## config.mk

```make
export PLATFORM = sky130hd
export DESIGN_NAME = pb_port_out_fifo
export DESIGN_NICKNAME = d
export VERILOG_FILES = /design/src/rtl/pb_io_pkg.sv /design/src/rtl/pb_sync_fifo_core.sv /design/src/rtl/pb_port_out_fifo.sv
export SDC_FILE = /design/constraint.sdc
export NUM_CORES = 1
export LEC_CHECK = 0
export CAP_MARGIN = 10
export CORE_MARGIN = 2
export CORE_UTILIZATION = 45
export DETAILED_ROUTE_END_ITERATION = 8
export PLACE_DENSITY = 0.71
export REMOVE_ABC_BUFFERS = 1
export SLEW_MARGIN = 5
export SYNTH_ARGS = -nofsm -noshare
export SYNTH_HDL_FRONTEND = slang
export SYNTH_SLANG_ARGS = --single-unit
```

## constraint.sdc

```tcl
create_clock -name clk -period 3.03 [get_ports clk]
set_input_delay 0.4545 -clock clk [delete_from_list [all_inputs] [get_ports clk]]
set_output_delay 0.4545 -clock clk [all_outputs]
set_load 0.01 [all_outputs]
```

## src/rtl/pb_io_pkg.sv

```systemverilog
// PicoBlaze I/O shared constants: port IDs, status and control bit positions.
// Latency: n/a (constants only).
// Backpressure: n/a.
package pb_io_pkg;

  localparam logic [7:0] DATA_PORT_ID_DEF   = 8'h05;
  localparam logic [7:0] STATUS_PORT_ID_DEF = 8'h06;

  // Status byte layout: {level[3:0], 0, overflow, full, empty}
  localparam int ST_EMPTY   = 0;
  localparam int ST_FULL    = 1;
  localparam int ST_OVF     = 2;
  localparam int ST_LVL_LSB = 4;

  // Control byte written to the status port
  localparam int CTL_CLR_OVF = 0;
  localparam int CTL_FLUSH   = 1;

endpackage

```

## src/rtl/pb_sync_fifo_core.sv

```systemverilog
// Byte FIFO core: storage, pointers, occupancy count, registered full/empty, flush.
// Latency: count/full/empty update on the edge after push/pop; head_nxt is combinational look-ahead.
// Backpressure: push is refused when full unless a pop happens in the same cycle.
module pb_sync_fifo_core #(
  parameter int DEPTH  = 8,
  parameter int ADDR_W = 3
) (
  input  logic            clk,
  input  logic            rst,
  input  logic            push,
  input  logic            pop,
  input  logic            flush,
  input  logic [7:0]      din,
  output logic [ADDR_W:0] count,
  output logic [ADDR_W:0] count_nxt,
  output logic            full,
  output logic            empty,
  output logic [7:0]      head_nxt
);

  localparam logic [ADDR_W:0] FULL_CNT = (ADDR_W+1)'(DEPTH);

  logic [7:0]        mem [DEPTH];
  logic [ADDR_W-1:0] wr_ptr, rd_ptr, wr_ptr_nxt, rd_ptr_nxt;
  logic              push_ok, pop_ok;

  // Next-state for pointers and count; head_nxt bypasses din when the new byte becomes the head
  always_comb begin
    push_ok    = push & ~flush & (~full | pop);
    pop_ok     = pop & ~empty & ~flush;
    wr_ptr_nxt = wr_ptr + ADDR_W'(push_ok);
    rd_ptr_nxt = rd_ptr + ADDR_W'(pop_ok);
    count_nxt  = count + (ADDR_W+1)'(push_ok) - (ADDR_W+1)'(pop_ok);
    if (flush) begin
      wr_ptr_nxt = '0;
      rd_ptr_nxt = '0;
      count_nxt  = '0;
    end
    head_nxt = (push_ok && (wr_ptr == rd_ptr_nxt)) ? din : mem[rd_ptr_nxt];
  end

  // Storage write; contents need no reset since count gates validity
  always_ff @(posedge clk) begin
    if (push_ok) mem[wr_ptr] <= din;
  end

  // Pointer/count state with full/empty registered from the next count
  always_ff @(posedge clk or posedge rst) begin
    if (rst) begin
      wr_ptr <= '0;
      rd_ptr <= '0;
      count  <= '0;
      full   <= 1'b0;
      empty  <= 1'b1;
    end else begin
      wr_ptr <= wr_ptr_nxt;
      rd_ptr <= rd_ptr_nxt;
      count  <= count_nxt;
      full   <= (count_nxt == FULL_CNT);
      empty  <= (count_nxt == '0);
    end
  end

endmodule

```

## src/rtl/pb_port_out_fifo.sv

```systemverilog
// PicoBlaze output port with FIFO buffering, FWFT valid/ready drain and a pollable status port.
// Latency: push into empty FIFO shows on dout one edge later; status byte registered one cycle after port_id.
// Backpressure: consumer stalls via dout_ready; pushes while full without a pop are dropped and flag overflow.
module pb_port_out_fifo
  import pb_io_pkg::*;
#(
  parameter logic [7:0] DATA_PORT_ID   = DATA_PORT_ID_DEF,
  parameter logic [7:0] STATUS_PORT_ID = STATUS_PORT_ID_DEF,
  parameter int         DEPTH          = 8,
  parameter int         ADDR_W         = 3
) (
  input  logic       clk,
  input  logic       rst,
  input  logic [7:0] port_id,
  input  logic       write_strobe,
  input  logic       read_strobe,
  input  logic [7:0] out_port,
  output logic [7:0] in_port,
  output logic [7:0] dout,
  output logic       dout_valid,
  input  logic       dout_ready,
  output logic       full,
  output logic       empty,
  output logic       overflow
);

  logic            push, pop, ctl_wr, clr_ovf, flush;
  logic [ADDR_W:0] count, count_nxt;
  logic [7:0]      head_nxt;
  logic [7:0]      status;
  logic            unused_rd;

  // Status reads have no side effect
  assign unused_rd = read_strobe;

  assign push    = write_strobe & (port_id == DATA_PORT_ID);
  assign pop     = dout_valid & dout_ready;
  assign ctl_wr  = write_strobe & (port_id == STATUS_PORT_ID);
  assign clr_ovf = ctl_wr & out_port[CTL_CLR_OVF];
  assign flush   = ctl_wr & out_port[CTL_FLUSH];

  pb_sync_fifo_core #(
    .DEPTH  (DEPTH),
    .ADDR_W (ADDR_W)
  ) u_core (
    .clk       (clk),
    .rst       (rst),
    .push      (push),
    .pop       (pop),
    .flush     (flush),
    .din       (out_port),
    .count     (count),
    .count_nxt (count_nxt),
    .full      (full),
    .empty     (empty),
    .head_nxt  (head_nxt)
  );

  // Assemble the status byte from the current registered state
  always_comb begin
    status                    = '0;
    status[ST_EMPTY]          = empty;
    status[ST_FULL]           = full;
    status[ST_OVF]            = overflow;
    status[ST_LVL_LSB +: 4]   = 4'(count);
  end

  // Sticky overflow on a dropped push; an explicit clear takes priority
  always_ff @(posedge clk or posedge rst) begin
    if (rst) begin
      overflow <= 1'b0;
    end else if (clr_ovf) begin
      overflow <= 1'b0;
    end else if (push && full && !pop) begin
      overflow <= 1'b1;
    end
  end

  // FWFT output register: present the next head; hold last byte when the FIFO runs dry
  always_ff @(posedge clk or posedge rst) begin
    if (rst) begin
      dout       <= '0;
      dout_valid <= 1'b0;
    end else begin
      dout_valid <= (count_nxt != '0);
      if (count_nxt != '0) dout <= head_nxt;
    end
  end

  // Status port read data follows port_id every cycle
  always_ff @(posedge clk or posedge rst) begin
    if (rst) begin
      in_port <= '0;
    end else begin
      in_port <= (port_id == STATUS_PORT_ID) ? status : 8'h00;
    end
  end

endmodule

```

# Yosys cells after proc, flatten, opt, wreduce, memory -nomap -nowiden
# Memory sizes are Yosys's and may differ from the RTL's. A register that Yosys moved wholly into a read port is not among the register bits.
# Index checks and enable logic that the tools add are counted.
[classes]
add_sub_neg = 4
eq_ne = 3
mux = 8
bitwise = 13
n_reduce_logical = 6
[op_table]
columns = ["operator", "count"]
rows = [
  ["equality test 8 x 3 -> 1 bit, second input constant", 2],
  ["AND 1 bit", 9],
  ["two-way mux 8 bit", 1],
  ["adder 3 x 1 -> 3 bit", 2],
  ["two-way mux 3 bit", 2],
  ["adder 4 x 1 -> 4 bit", 1],
  ["equality test 4 bit, second input constant", 1],
  ["zero test 4 bit", 1],
  ["two-way mux 1 bit", 4],
  ["two-way mux 4 bit", 1],
  ["nonzero test 4 bit", 1],
  ["subtractor 4 x 1 -> 4 bit", 1],
  ["inverter 1 bit", 3],
  ["logical AND 1 bit", 2],
  ["nonzero test 2 bit", 1],
  ["zero test 1 bit", 1],
  ["bitwise OR 1 bit", 1],
]
[word_totals]
reg_bits = 22
mem_bits_rw = 64
output_inout_bits = 20
mem_count = 1
[mem_list]
columns = ["memory", "words", "width", "read_ports", "rd_ports_with_merged_regs", "wr", "line_no", "source"]
rows = [
  ["u_core.mem", 8, 8, 1, 1, 1, "pb_sync_fifo_core.sv:23", "logic [7:0] mem [DEPTH];"],
]

# Depth between registers and ports, before layout
[depth]
ltp_word = 10
depth_mapped = 12
ltp_nobuf = 11

# Cells and area by module
# Synthesis repeated with hierarchy kept, for this count alone.
[hier_totals]
cells_unflattened = 270
hier_area_um2 = 4038.9
[by_module_without_submodules]
columns = ["module", "instances", "cells_each", "area_per_inst_um2", "seq_area_each_um2"]
rows = [
  ["pb_sync_fifo_core", 1, 220, 3349.5, 2223.4],
  ["pb_port_out_fifo", 1, 50, 689.4, 425.4],
]

# Least setup slack after synthesis
# Ideal clock, no wire load.
[synth_path]
kind = "input -> register"
start = "input port_id[7]"
end = "register dout[0] (read register of u_core.mem)"
setup_time_ns = 0.123
arrival_time_ns = 3.331
setup_slack_ns = -0.423
stages = 12
n_path_buf = 2
path_cell_list = "nor4b_1 > and3_1 > clkbuf_1 > or3_1 > nand2_1 > ha_1 > fa_1 > xnor2_1 > nand2_1 > o21a_1 > clkbuf_1 > o221a_2"
[synth_via]
elab_chain_len = 10
elab_cells_between_ends = 15
classes_between = "add/sub (3); eq/ne (2); mux (2); bitwise (7); reduce/logical (1)"
[synth_lines]
columns = ["element", "line_no", "source"]
rows = [
  ["from (decl)", "pb_port_out_fifo.sv:14", "input logic [7:0] port_id,"],
  ["equality test 8 x 3 -> 1 bit", "pb_port_out_fifo.sv:38", "assign ctl_wr = write_strobe & (port_id == STATUS_PORT_ID);"],
  ["AND 1 bit", "pb_port_out_fifo.sv:38", ""],
  ["AND 1 bit", "pb_port_out_fifo.sv:40", "assign flush = ctl_wr & out_port[CTL_FLUSH];"],
  ["inverter 1 bit", "pb_sync_fifo_core.sv:29, pb_sync_fifo_core.sv:30", ""],
  ["AND 1 bit (2 in series)", "pb_sync_fifo_core.sv:29", "push_ok = push & ~flush & (~full | pop);"],
  ["adder 4 x 1 -> 4 bit", "pb_sync_fifo_core.sv:33", "count_nxt = count + (ADDR_W+1)'(push_ok) - (ADDR_W+1)'(pop_ok);"],
  ["subtractor 4 x 1 -> 4 bit", "pb_sync_fifo_core.sv:33", ""],
  ["two-way mux 4 bit", "pb_sync_fifo_core.sv:34", "if (flush) begin"],
  ["nonzero test 4 bit", "pb_port_out_fifo.sv:86", "if (count_nxt != '0) dout <= head_nxt;"],
  ["to (decl)", "pb_port_out_fifo.sv:19", "output logic [7:0] dout,"],
]
# Several ways; a longest one is shown, not always the timed one.
# A chain may end at the register's enable or synchronous reset.

# Worst setup path in the final report
[layout_path]
start = "input port_id[2]"
end = "register dout[5] (read register of u_core.mem)"
# Same word-level chain as after synthesis.

==> impl_metrics.py <==
metrics = {
    "status": {
        "status": "finished clean",
    },
    "yosys": {
        "yosysTopAreaCell": "edfxtp_1",
        "synth-seq-area-share_pct": 68.22,
        "synthXorXnorAreaFrac_pct": 2.610,
        "synth_common_cells": "edfxtp_1 (64), dfrtp_1 (28), nor2_1 (11)",
        "synth_edf_count": 64,
        "synthMuxAreaShare_pct": 6.961,
        "synthAdderAreaFrac_pct": 2.449,
        "async_flop_share_pct": 31.18,
        "ys_types": 42,
        "syn_area_per_cell_sq_um": 15.85,
        "synth_top_area_share_pct": 49.50,
        "synth_warnings": 0,
        "netlist_instances": 245,
        "netlist_area_sq_um": 3882,
        "synth_top_family_by_area": "simple AND/OR/NAND/NOR gates",
        "ys.flop_type": "edfxtp_1",
        "synth_most_common_cell": "edfxtp_1",
        "ys_seq_elements": 93,
        "synthSimpleGateAreaFrac_pct": 9.120,
        "synth_compound_area_share_pct": 8.991,
        "synth_area_leaders": "edfxtp_1 (50%), dfrtp_1 (18%), mux4_2 (4.6%)",
    },
    "cells_and_area": {
        "nNetsFinal": 366,
        "area_growth_pct": 31.94,
        "final_cells": 448,
        "antenna_cells": 0,
        "drive_above_1_share_pct": 36.44,
    },
    "critical_path": {
        "crit_path_end_kind": "register",
        "startpoint_type": "input pin",
        "cp.arrival_ps": 3290,
        "crit_type": "input pin to register",
        "crit_path_max_fanout": 8,
        "cp.required_ps": 3330,
    },
    "power_and_ir_drop": {
        "cellLeakagePower_nw": 1.991,
        "p_clk_share_pct": 17.4,
        "p_switching_mw": 1.606,
        "pwr-share-seq_pct": 32.9,
        "p_per_area_nw_per_um2": 939.9,
        "ir_drop_mv": 0.3789,
        "swShare_pct": 33.35,
        "p_comb_share_pct": 49.7,
        "p_int_mw": 3.209,
    },
    "drt": {
        "avgViaCountPerCell": 5.478,
        "drt-initial-drc-count": 141,
        "antenna_left": 0,
        "num_vias": 2454,
        "routed_wl_um": 8516,
        "wl_per_cell_um": 19.01,
        "drc": 0,
        "drtPass1Iterations": 4,
    },
    "timing": {
        "fin_crit_ps": 2993,
        "worstMarginPinSlew_ps": 858.0,
        "tns_ps": 0,
        "max_freq_ghz": 0.3341,
        "finalWorstSetupSlack_ps": 37.10,
        "finalMaxSlewViolations": 0,
        "setup_viol": 0,
        "min_period_over_period_pct": 98.78,
        "skew_ps": 14.49,
        "slew_headroom_pct": 42.74,
        "hold_viol_final": 0,
    },
    "grt": {
        "overflow": 0,
        "grt_antenna_before_repair": 0,
        "grt_pass1_vias": 2594,
        "grt_max_degree": 23,
        "grtUsageTotal_pct": 18.69,
        "grt_pass1_wl_um": 13480,
    },
    "clock_tree": {
        "cts_buffers": 9,
        "clock_sinks": 93,
        "path_clk_slew_ps": 90,
        "htreeDepth": 3,
        "tritoncts": "done",
        "cts_root_buf": "clkbuf_8",
        "insertion_delay_ps": 360,
        "max-clock-path-buffers": 2,
        "cts_hold_buf": 0,
    },
    "placement": {
        "dpl.hpwl_um": 5817,
        "routabilityCongestion": 0.8988,
        "port_buffers": 38,
        "dp_cells": 421,
        "dp_slack_ps": -886.0,
    },
    "flow_run": {
        "drv_cap": 0,
    },
    "floorplanning": {
        "initial_core_util_pct": 46.78,
        "ios": 41,
        "die_area_sq_um": 9387,
        "die_w_um": 96.89,
        "rows": 33,
        "die_y_um": 96.89,
        "coreArea_sq_um": 8299,
    },
    "worst_hold_path": {
        "hp-class": "input pin to register",
    },
}
per-stage QoR:
step / utilization [%] / cell area, sq um / power, mW / hold WS (ps)
2_1_floorplan: - / 3849 / 2.860 / 485.8
3_3_place_gp: 56.40 / 4681 / 3.568 / 537.3
3_5_place_dp: 56.40 / 4681 / 3.634 / 535.1
4_1_cts: 60.67 / 5035 / 4.680 / 544.7
5_1_grt: 61.72 / 5122 / 5.051 / 496.8
6_report: 61.72 / 5122 / 4.814 / 492.4
timing repair:
item,4_1_cts,5_1_grt
resized for setup,25,21
cloned,1,0
setup buffers,9,1
endpoints found under the setup margin,10,9
pin swaps,12,16
critical path, stage by stage:
cell,delay (ps)
dlygate4sd2_1,210
or4b_4,460
or3_4,360
nor3_4,260
ha_4,180
fa_2,460
nor2_4,130
nand2_2,80
buf_6,130
o211a_4,270
o211ai_2,100
o221a_4,200
state kept, by name, indices dropped and copies added, names as in the netlist:
register       cells
u_core.full        1
dout               8
dout_valid         1
u_core.rd_ptr      3
in_port            7
u_core.wr_ptr      3
u_core.count       4
u_core.mem        64
u_core.empty       1
overflow           1
path summary, 6_finish.rpt:
check                                        from               endpoint  slack, ps  depth (start not counted)
min in group asynchronous                     rst    dout[3]$_DFFE_PP0P_        570                          2
max in group asynchronous                     rst   overflow$_DFFE_PP0P_       1830                          3
max                                    port_id[2]    dout[5]$_DFFE_PP0P_         40                         12
max reg2reg                u_core.empty$_DFF_PP1_  u_core.full$_DFF_PP0_        350                         13
min                                    port_id[4]   in_port[6]$_DFF_PP0_        490                          4
min reg2reg                u_core.empty$_DFF_PP1_   in_port[0]$_DFF_PP0_        550                          1
cell type report:
type                            instances  area (sq um)
Inverter                                7         26.28
Fill cell                             612          3177
Sequential cell                        93          2649
Tap cell                              105         131.4
Multi-Input combinational cell        137          1315
Clock inverter                          6         68.82
Clock buffer                           10         127.6
Timing Repair Buffer                   90         804.5
per-layer routing:
metal / share of wire (%) / GRT usage [%] / vias to the layer above
li1: - / - / 1131
met1: 43 / 24.32 / 1238
met2: 51 / 31.25 / 75
met3: 4.2 / 3.396 / 10
met4: 1.3 / 7.367 / 0
met5: 0 / 0 / -
cells in the final DEF, fill, tap and decap left out, drive strengths merged, types with 3 or more instances in the layout:
master         synthesis  routed
o211ai                 8       8
and2                   6       6
inv                    7      10
or3                    3       3
edfxtp                64      64
o22ai                  8       8
nand2                  8       8
nand2b                 3       3
nand3                  9       9
mux2                   8       8
xnor2                  6       6
ha                     6       6
o21ai                  9       9
dfrtp                 28      28
nor2                  11      11
buf                    2      53
a21oi                  3       3
xor2                   3       3
o221a                  8       8
clkbuf                 6      12
dlymetal6s2s           0       3
nor3                   5       5
clkdlybuf4s50          0      30
mux4                   8       8
and3                   7       7
power by group through the flow:
| stage | combinational [mW] | clock (mW) | sequential (mW) |
|---|---|---|---|
| global route | 2.56 | 0.895 | 1.59 |
| floorplan | 1.25 | 0 | 1.61 |
| global placement | 1.97 | 0 | 1.60 |
| CTS | 2.25 | 0.853 | 1.58 |
| detailed placement | 2.03 | 0 | 1.60 |
| finish | 2.39 | 0.837 | 1.58 |
cell families after synthesis:
group / Yosys count
muxes: 16
AOI/OAI and AO/OA: 41
buffers and inverters: 15
xor gates and xnor gates: 10
and+or+nand+nor: 62
adders and majority gates: 7
DFF: 93
other: 1
(Power assumes the default switching activity.)
